--- src/rtl/cnn_pkg.sv ---
// Shared CNN types: FP16 word, default kernel geometry and the line-window FSM states.
package cnn_pkg;

   localparam int DATA_WIDTH  = 16;
   localparam int KERNEL_SIZE = 5;

   typedef logic [DATA_WIDTH-1:0] fp16_t;

   typedef enum logic [2:0] {
      IDLE,
      KLOAD,
      KEMIT,
      FILL,
      STREAM,
      DONE
   } state_t;

endpackage

--- src/rtl/line_fifo.sv ---
// One image row of delay: a DEPTH-deep shift register that advances only when en_i is high.
// dout_o is the word shifted in DEPTH enabled cycles earlier; there is no backpressure.
module line_fifo #(
   parameter int DATA_WIDTH = 16,
   parameter int DEPTH      = 28
) (
   input  logic                  clk,
   input  logic                  en_i,
   input  logic [DATA_WIDTH-1:0] din_i,
   output logic [DATA_WIDTH-1:0] dout_o
);

   logic [DATA_WIDTH-1:0] sr_q [DEPTH];

   // Contents are never cleared; downstream valid gating hides stale words.
   always_ff @(posedge clk) begin
      if (en_i) begin
         sr_q[0] <= din_i;
         for (int i = 1; i < DEPTH; i++) begin
            sr_q[i] <= sr_q[i-1];
         end
      end
   end

   assign dout_o = sr_q[DEPTH-1];

endmodule

--- src/rtl/line_window_5.sv ---
// Loads a 5x5 kernel, replays it as 5 column vectors, then streams 5-row image columns.
// Vectors appear one cycle after each accepted word, valid_out one cycle later; no backpressure.
module line_window_5 #(
   parameter int DATA_WIDTH  = 16,
   parameter int KERNEL_SIZE = 5,
   parameter int IMG_W       = 28,
   parameter int IMG_H       = 28
) (
   input  logic                  clk,
   input  logic                  rst,
   input  logic                  start,
   input  logic [DATA_WIDTH-1:0] word_in,
   input  logic                  word_valid,
   output logic [DATA_WIDTH-1:0] data_out0,
   output logic [DATA_WIDTH-1:0] data_out1,
   output logic [DATA_WIDTH-1:0] data_out2,
   output logic [DATA_WIDTH-1:0] data_out3,
   output logic [DATA_WIDTH-1:0] data_out4,
   output logic                  kernel_load,
   output logic                  valid_in,
   output logic                  valid_out,
   output logic                  busy,
   output logic                  frame_done
);

   import cnn_pkg::*;

   localparam int CW = $clog2(IMG_W);
   localparam int RW = $clog2(IMG_H);
   localparam int KW = $clog2(KERNEL_SIZE);

   localparam logic [CW-1:0] COL_LAST = CW'(IMG_W - 1);
   localparam logic [CW-1:0] COL_MIN  = CW'(KERNEL_SIZE - 1);
   localparam logic [RW-1:0] ROW_LAST = RW'(IMG_H - 1);
   localparam logic [RW-1:0] ROW_PRE  = RW'(KERNEL_SIZE - 2);
   localparam logic [KW-1:0] K_LAST   = KW'(KERNEL_SIZE - 1);

   state_t                state_q;
   logic [CW-1:0]         col_q, col_d;
   logic [RW-1:0]         row_q, row_d;
   logic [KW-1:0]         kr_q, kc_q;
   logic [DATA_WIDTH-1:0] dout_q [KERNEL_SIZE];
   logic [DATA_WIDTH-1:0] w_q    [KERNEL_SIZE][KERNEL_SIZE];
   logic                  kl_q, vin_q, win_q, vout_q, fd_q;
   logic                  pix_en;

   // chain[0] is the live row; chain[k] is the same column k rows earlier.
   logic [DATA_WIDTH-1:0] chain [KERNEL_SIZE];

   // Pixels are also accepted during KEMIT so a source that streams straight on loses nothing.
   assign pix_en = word_valid && (state_q == KEMIT || state_q == FILL || state_q == STREAM);

   assign chain[0] = word_in;

   for (genvar g = 0; g < KERNEL_SIZE - 1; g++) begin : g_line
      line_fifo #(
         .DATA_WIDTH (DATA_WIDTH),
         .DEPTH      (IMG_W)
      ) u_line (
         .clk    (clk),
         .en_i   (pix_en),
         .din_i  (chain[g]),
         .dout_o (chain[g+1])
      );
   end

   always_comb begin
      col_d = col_q + 1'b1;
      row_d = row_q;
      if (col_q == COL_LAST) begin
         col_d = '0;
         row_d = row_q + 1'b1;
      end
   end

   always_ff @(posedge clk) begin
      if (!rst && state_q == KLOAD && word_valid) begin
         w_q[kr_q][kc_q] <= word_in;
      end
   end

   always_ff @(posedge clk) begin
      if (rst) begin
         state_q <= IDLE;
         col_q   <= '0;
         row_q   <= '0;
         kr_q    <= '0;
         kc_q    <= '0;
         for (int n = 0; n < KERNEL_SIZE; n++) begin
            dout_q[n] <= '0;
         end
         kl_q    <= 1'b0;
         vin_q   <= 1'b0;
         win_q   <= 1'b0;
         vout_q  <= 1'b0;
         fd_q    <= 1'b0;
      end else begin
         kl_q   <= 1'b0;
         vin_q  <= 1'b0;
         win_q  <= 1'b0;
         fd_q   <= 1'b0;
         vout_q <= win_q;
         if (pix_en) begin
            col_q <= col_d;
            row_q <= row_d;
         end
         case (state_q)
            IDLE: begin
               if (start) begin
                  state_q <= KLOAD;
                  kr_q    <= '0;
                  kc_q    <= '0;
                  col_q   <= '0;
                  row_q   <= '0;
               end
            end
            KLOAD: begin
               if (word_valid) begin
                  if (kc_q == K_LAST) begin
                     kc_q <= '0;
                     if (kr_q == K_LAST) begin
                        kr_q    <= '0;
                        state_q <= KEMIT;
                     end else begin
                        kr_q <= kr_q + 1'b1;
                     end
                  end else begin
                     kc_q <= kc_q + 1'b1;
                  end
               end
            end
            KEMIT: begin
               // kc_q doubles as the kernel column index j here.
               for (int n = 0; n < KERNEL_SIZE; n++) begin
                  dout_q[n] <= w_q[n][kc_q];
               end
               kl_q  <= 1'b1;
               vin_q <= 1'b1;
               if (kc_q == K_LAST) begin
                  kc_q    <= '0;
                  state_q <= FILL;
               end else begin
                  kc_q <= kc_q + 1'b1;
               end
            end
            FILL: begin
               if (pix_en && col_q == COL_LAST && row_q == ROW_PRE) begin
                  state_q <= STREAM;
               end
            end
            STREAM: begin
               if (pix_en) begin
                  for (int n = 0; n < KERNEL_SIZE; n++) begin
                     dout_q[n] <= chain[KERNEL_SIZE-1-n];
                  end
                  vin_q <= 1'b1;
                  win_q <= (col_q >= COL_MIN);
                  if (col_q == COL_LAST && row_q == ROW_LAST) begin
                     state_q <= DONE;
                  end
               end
            end
            DONE: begin
               fd_q    <= 1'b1;
               col_q   <= '0;
               row_q   <= '0;
               state_q <= IDLE;
            end
            default: state_q <= IDLE;
         endcase
      end
   end

   assign data_out0   = dout_q[0];
   assign data_out1   = dout_q[1];
   assign data_out2   = dout_q[2];
   assign data_out3   = dout_q[3];
   assign data_out4   = dout_q[4];
   assign kernel_load = kl_q;
   assign valid_in    = vin_q;
   assign valid_out   = vout_q;
   assign frame_done  = fd_q;
   assign busy        = (state_q != IDLE);

endmodule

--- config.mk ---
export PLATFORM = sky130hd
export DESIGN_NAME = line_window_5
export DESIGN_NICKNAME = d
export VERILOG_FILES = /design/src/rtl/cnn_pkg.sv /design/src/rtl/line_fifo.sv /design/src/rtl/line_window_5.sv
export SDC_FILE = /design/constraint.sdc
export NUM_CORES = 2
export LEC_CHECK = 0
export ABC_AREA = 1
export BUFFER_PORTS_ARGS = -buffer_cell sky130_fd_sc_hd__buf_2
export CORE_UTILIZATION = 41
export DETAILED_ROUTE_END_ITERATION = 16
export SLEW_MARGIN = 20
export SYNTH_ARGS = -nofsm -noshare
export SYNTH_HDL_FRONTEND = slang
export SYNTH_SLANG_ARGS = --single-unit
--- constraint.sdc ---
create_clock -name clk -period 67.2 [get_ports clk]
set_input_delay 3.36 -clock clk [delete_from_list [all_inputs] [get_ports clk]]
set_output_delay 3.36 -clock clk [all_outputs]
set_load 0.05 [all_outputs]
# Word level (Yosys, flattened, before mapping)
# Memory sizes are Yosys's and may differ from the RTL's.
# Cells that the tools add are included.
[totals]
n_memories = 6
in_bits = 20
ramBits = 2272
output_inout_bits = 85
reg_bits = 24
word_cells = 138
[op_classes]
order_cmp = 3
add_sub_neg = 4
n_bitwise = 13
muxes = 66
n_reduce_logical = 18
n_eq_ne = 18
[memory_table]
columns = ["memory", "depth", "word_bits", "rd", "rd_ports_with_merged_regs", "write_ports", "line_no", "rtl"]
rows = [
  ["g_line[0].u_line.sr_q", 28, 16, 28, 0, 28, "line_fifo.sv:13", "logic [DATA_WIDTH-1:0] sr_q [DEPTH];"],
  ["g_line[1].u_line.sr_q", 28, 16, 28, 0, 28, "line_fifo.sv:13", ""],
  ["g_line[2].u_line.sr_q", 28, 16, 28, 0, 28, "line_fifo.sv:13", ""],
  ["g_line[3].u_line.sr_q", 28, 16, 28, 0, 28, "line_fifo.sv:13", ""],
  ["w_q", 5, 80, 5, 0, 1, "line_window_5.sv:43", "logic [DATA_WIDTH-1:0] w_q [KERNEL_SIZE][KERNEL_SIZE];"],
  ["dout_q", 5, 16, 5, 0, 5, "line_window_5.sv:42", "logic [DATA_WIDTH-1:0] dout_q [KERNEL_SIZE];"],
]
[op_table]
columns = ["operator", "count"]
rows = [
  ["$mux 16", 21],
  ["$bmux 16 s3", 5],
  ["$mux 80", 1],
  ["$demux 16 s3", 1],
  ["$mux 3", 14],
  ["$mux 5", 6],
  ["$pmux 5 s2", 2],
  ["$pmux 3 s5", 1],
  ["$eq 3x3->1 const B", 4],
  ["$mux 1", 12],
  ["$add 5x1->5 const B", 2],
  ["$eq 5x5->1 const B", 2],
  ["$ne 2x1->1 const B", 5],
  ["$or 1x1->1", 10],
  ["$pmux 3 s3", 1],
  ["$reduce_and 8->1", 1],
  ["$logic_and 1x1->1", 7],
  ["$add 3x1->3 const B", 2],
  ["$eq 3x2->1 const B", 2],
  ["$ne 2x2->1 const B", 3],
  ["$pmux 3 s2", 1],
  ["$reduce_bool 3->1", 2],
  ["$eq 5x2->1 const B", 1],
  ["$ge 5x3->1 const B", 1],
  ["other kinds (13)", 15],
]

# Longest topological paths before layout
[depth]
depth_word = 9
depth_mapped = 10

# Hierarchy
# From an unflattened synthesis, not the netlist that was laid out.
[unflattened]
cells_unflattened = 3363
hier_area_um2 = 73643.1
[modules_own_cells]
columns = ["module", "area_per_inst_um2", "instances", "cells_per_inst", "seq_area_each_um2"]
rows = [
  ["line_fifo", 13573.0, 4, 464, 13452.9],
  ["line_window_5", 19351.1, 1, 1507, 14894.3],
]

# Worst setup path before layout
# Ideal clock, no wire load.
[synth_path]
path_type = "input-to-reg"
start = "in word_valid"
end = "reg row_q[3]"
setup_slack_ns = 26.783
stages = 4
arrival_ns = 40.243
setup_ns = 0.174
cell_sequence = "nand2_1 > inv_1 > o211ai_1 > a21oi_1"
[synth_between]
elab_chain_cells = 4
[synth_lines]
columns = ["item", "line_no", "rtl"]
rows = [
  ["from (decl)", "line_window_5.sv:13", "input logic word_valid,"],
  ["$logic_and 1x1->1 *", "line_window_5.sv:51", "assign pix_en = word_valid && (state_q == KEMIT || state_q == FILL || state_q == STREAM);"],
  ["$mux 5 *", "line_window_5.sv:103", "if (pix_en) begin"],
  ["$mux 5", "line_window_5.sv:109", "if (start) begin"],
  ["$pmux 5 s2 *", "line_window_5.sv:107", "case (state_q)"],
  ["to (signal assigned)", "line_window_5.sv:105", "row_q <= row_d;"],
  ["to (decl)", "line_window_5.sv:40", "logic [RW-1:0] row_q, row_d;"],
]
# Mark *: on every way between the ends. The rest lies on a longest branch, timed or not.
# A chain may end at the register's enable or synchronous reset.

==> results by group <==
Outcome
  • Status: finished, final reports clean

Synthesis
  • Synth warnings: 0
  • Yosys top cell area share: 93.1%
  • Seq cells post-synth: 2296
  • Mapped cell area: 73300 um^2
  • Post-Synthesis Cells: 3321
  • Post-synthesis sequential area ratio: 93.8%
  • Post-Syn Nets: 3348
  • Top cells by area, synth: edfxtp_1 (93%), nand2_1 (3.2%), dfxtp_1 (0.66%)
  • Synth cell types: 28
  • Syn_area_per_cell: 22.1 um^2
  • Top cell type by total area after synthesis: edfxtp_1

Final layout
  • Utilization after layout: 47.3%
  • FF/Latch Area: 68700 um^2
  • Design Area, Final: 83700 um^2
  • Most frequent cells in the layout: edfxtp_1 (2272), nand2_1 (629), clkbuf_16 (204)
  • Multi-input logic area: 4210 um^2
  • Fraction of layout cells with a size suffix above 1: 12.5%
  • Area grow syn2layout: 14.3%
  • FILL cells: 14300
  • Most common cell after layout, fill and taps aside: edfxtp_1
  • Layout Nets: 3641

Clocking
  • Cts-stage hold buffer count: 0
  • Clk sink count: 2296
  • Clk Latency, worst-skew pair: 0.83 ns
  • CTS Buffer Depth: 3
  • Clk pin slew, worst setup/hold paths: 0.06 ns
  • H-Tree Depth: 4
  • TritonCTS clock tree: built
  • Clock Tree Root: clkbuf_16
  • Postcts setup bufs: 0
  • Num CTS Buffers: 204
  • Post-CTS Resized: 0

Pwr
  • Power Density: 40.2 nW/um^2
  • P_leak: 0.0240 uW
  • Worst VDD drop: 26.6 uV
  • Total chip power: 3360 uW

STA
  • Final Cycle Share: 10.1%
  • Worst Max-Slew Pin Slew: 1.09 ns
  • Setup TNS: 0 ns
  • Clock Skew: 0.0197 ns
  • Minimum clock period: 6.80 ns
  • Setup violations, final: 0
  • Relative slew margins: 27.6%
  • Final hold viol count: 0
  • Fmax: 147 MHz
  • Max Slew Vio Count: 0
  • Unrepaired setup endpoints after global routing: false

Setup path
  • Crit-path cells: buf_2, nand2_1, inv_8, buf_4, buf_4, buf_4
  • Arrival time at the worst endpoint: 7.23 ns
  • Crit path buffers/inverters: 5
  • CP endpoint kind: flip-flop
  • CP max-delay cell: buf_4
  • CP required: 67.63 ns
  • Critical Path Start Type: input port
  • CP most frequent cell: buf_4
  • Max incr delay on CP: 0.93 ns
  • Maximum fanout along the worst path: 122
  • FF-to-FF Start: state_q[1]
  • Worst path top cell family by delay: buffers and inverters
  • Crit Path Category: in -> reg
  • Crit path from: word_valid

Drt
  • Drt total wl: 113000 um
  • Vias per cell: 4.67
  • TritonRoute pass-1 iters: 7
  • DRT iter0 DRCs: 2886
  • DR vias: 28600
  • Drt drc: 0
  • Post-DR wirelength/cell: 18.4 um
  • Antenna viol nets, final: 0

Die
  • Cell Rows: 154
  • Core area: 177000 um^2
  • IO Pins: 105
  • Starting density of the core: 41.4%
  • Die area: 180000 um^2
  • Die Width: 425 um
  • Die height: 425 um

Placed design
  • Placed Area: 76900 um^2
  • DP HPWL: 58400 um
  • GPL Wtd Cong: 0.746
  • Port Buffers: 104

Min path
  • Hold_sp: win_q
  • Worst min path class: reg -> reg

Global routing
  • Pin count of the biggest net entering global routing: 196
  • First-pass GRT wire length: 171000 um
  • Initial antenna violation count: 5
  • GRT Total Usage: 12.6%
  • Vias in the first global route: 27900
  • Grt total ovfl: 0

Job
  • # Max-Cap Violations: 0
==> worst paths after layout <==
check	depth (start not counted)	end	slack, ns
setup / recovery	6	g_line[3].u_line.sr_q[0][22]	60.40
hold / removal	2	valid_out	0.40
setup reg to reg	8	g_line[3].u_line.sr_q[0][22]	62.24
hold reg to reg	2	valid_out	0.40
==> state kept, by name, indices dropped and copies added (netlist names) <==
| register | count |
|---|---|
| g_line.u_line.sr_q | 1792 |
| w_q | 400 |
| dout_q | 80 |
| col_q | 5 |
| row_q | 5 |
| kc_q | 3 |
| kr_q | 3 |
| state_q | 3 |
| frame_done | 1 |
| kernel_load | 1 |
| valid_in | 1 |
| valid_out | 1 |
| win_q | 1 |
==> power breakdown <==
part           internal [uW]  switching [uW]  total [uW]
Sequential              1800            35.1        1830
Combinational           48.7             308         357
Clock                    672             504        1180
==> cells in the mapped netlist <==
cell / number
a211oi_1: 1
a21oi_1: 25
a22oi_1: 45
buf_1: 4
buf_2: 30
buf_4: 2
clkbuf_1: 23
dfxtp_1: 24
edfxtp_1: 2272
ha_1: 7
inv_1: 37
inv_2: 3
nand2_1: 629
nand3_1: 47
nand3_2: 1
nand3b_1: 46
nand4_1: 11
nor2_1: 63
nor2_2: 1
nor2_4: 1
nor3_1: 4
nor3_2: 1
nor3_4: 5
o211ai_1: 2
o21ai_0: 11
o21ai_1: 23
or2_2: 1
xor2_1: 2
==> per-layer routing <==
layer	wire length [um]	vias to the layer above	track usage, %
met5	106	-	0
met4	2930	4	4.84
met3	6120	191	2.40
met2	52300	637	19.0
met1	51500	14500	18.3
li1	-	13300	-
==> stage by stage <==
step	worst slack, ns	hold WS [ns]	std cells
floorplan	26.78	0.388	3321
global route	60.11	0.408	6131
global placement	59.64	0.400	5748
detailed placement	59.54	0.393	5748
finish	60.40	0.402	6134
CTS	60.49	0.402	6131
==> cells by family after synthesis <==
kind of cell / share of synthesized area [%]
DFF: 93.8
and+or+nand+nor: 4.63
AOI/OAI and AO/OA: 0.895
buffers and inverters: 0.569
adders and majority gates: 0.120
xor gates and xnor gates: 0.0239
==> area by class of cell <==
type / count / area share, %
antenna: 3 / 0.00897
clock buffer: 250 / 6.30
clock inverter: 133 / 1.87
inverter: 40 / 0.190
multi-input combinational: 926 / 5.02
sequential: 2296 / 82.1
tap: 2340 / 3.50
timing repair buffer: 146 / 1.05
==> worst register-to-register path, stage by stage (launching register included) <==
cell and delay, ns:
dfxtp_1 0.39, nor2_4 0.18, nand2_1 0.12, nand2_1 0.13
nand2_1 0.23, inv_8 0.65, buf_4 0.95, buf_4 0.88
buf_4 0.97
Note: power is estimated with default switching activity, not from simulation.
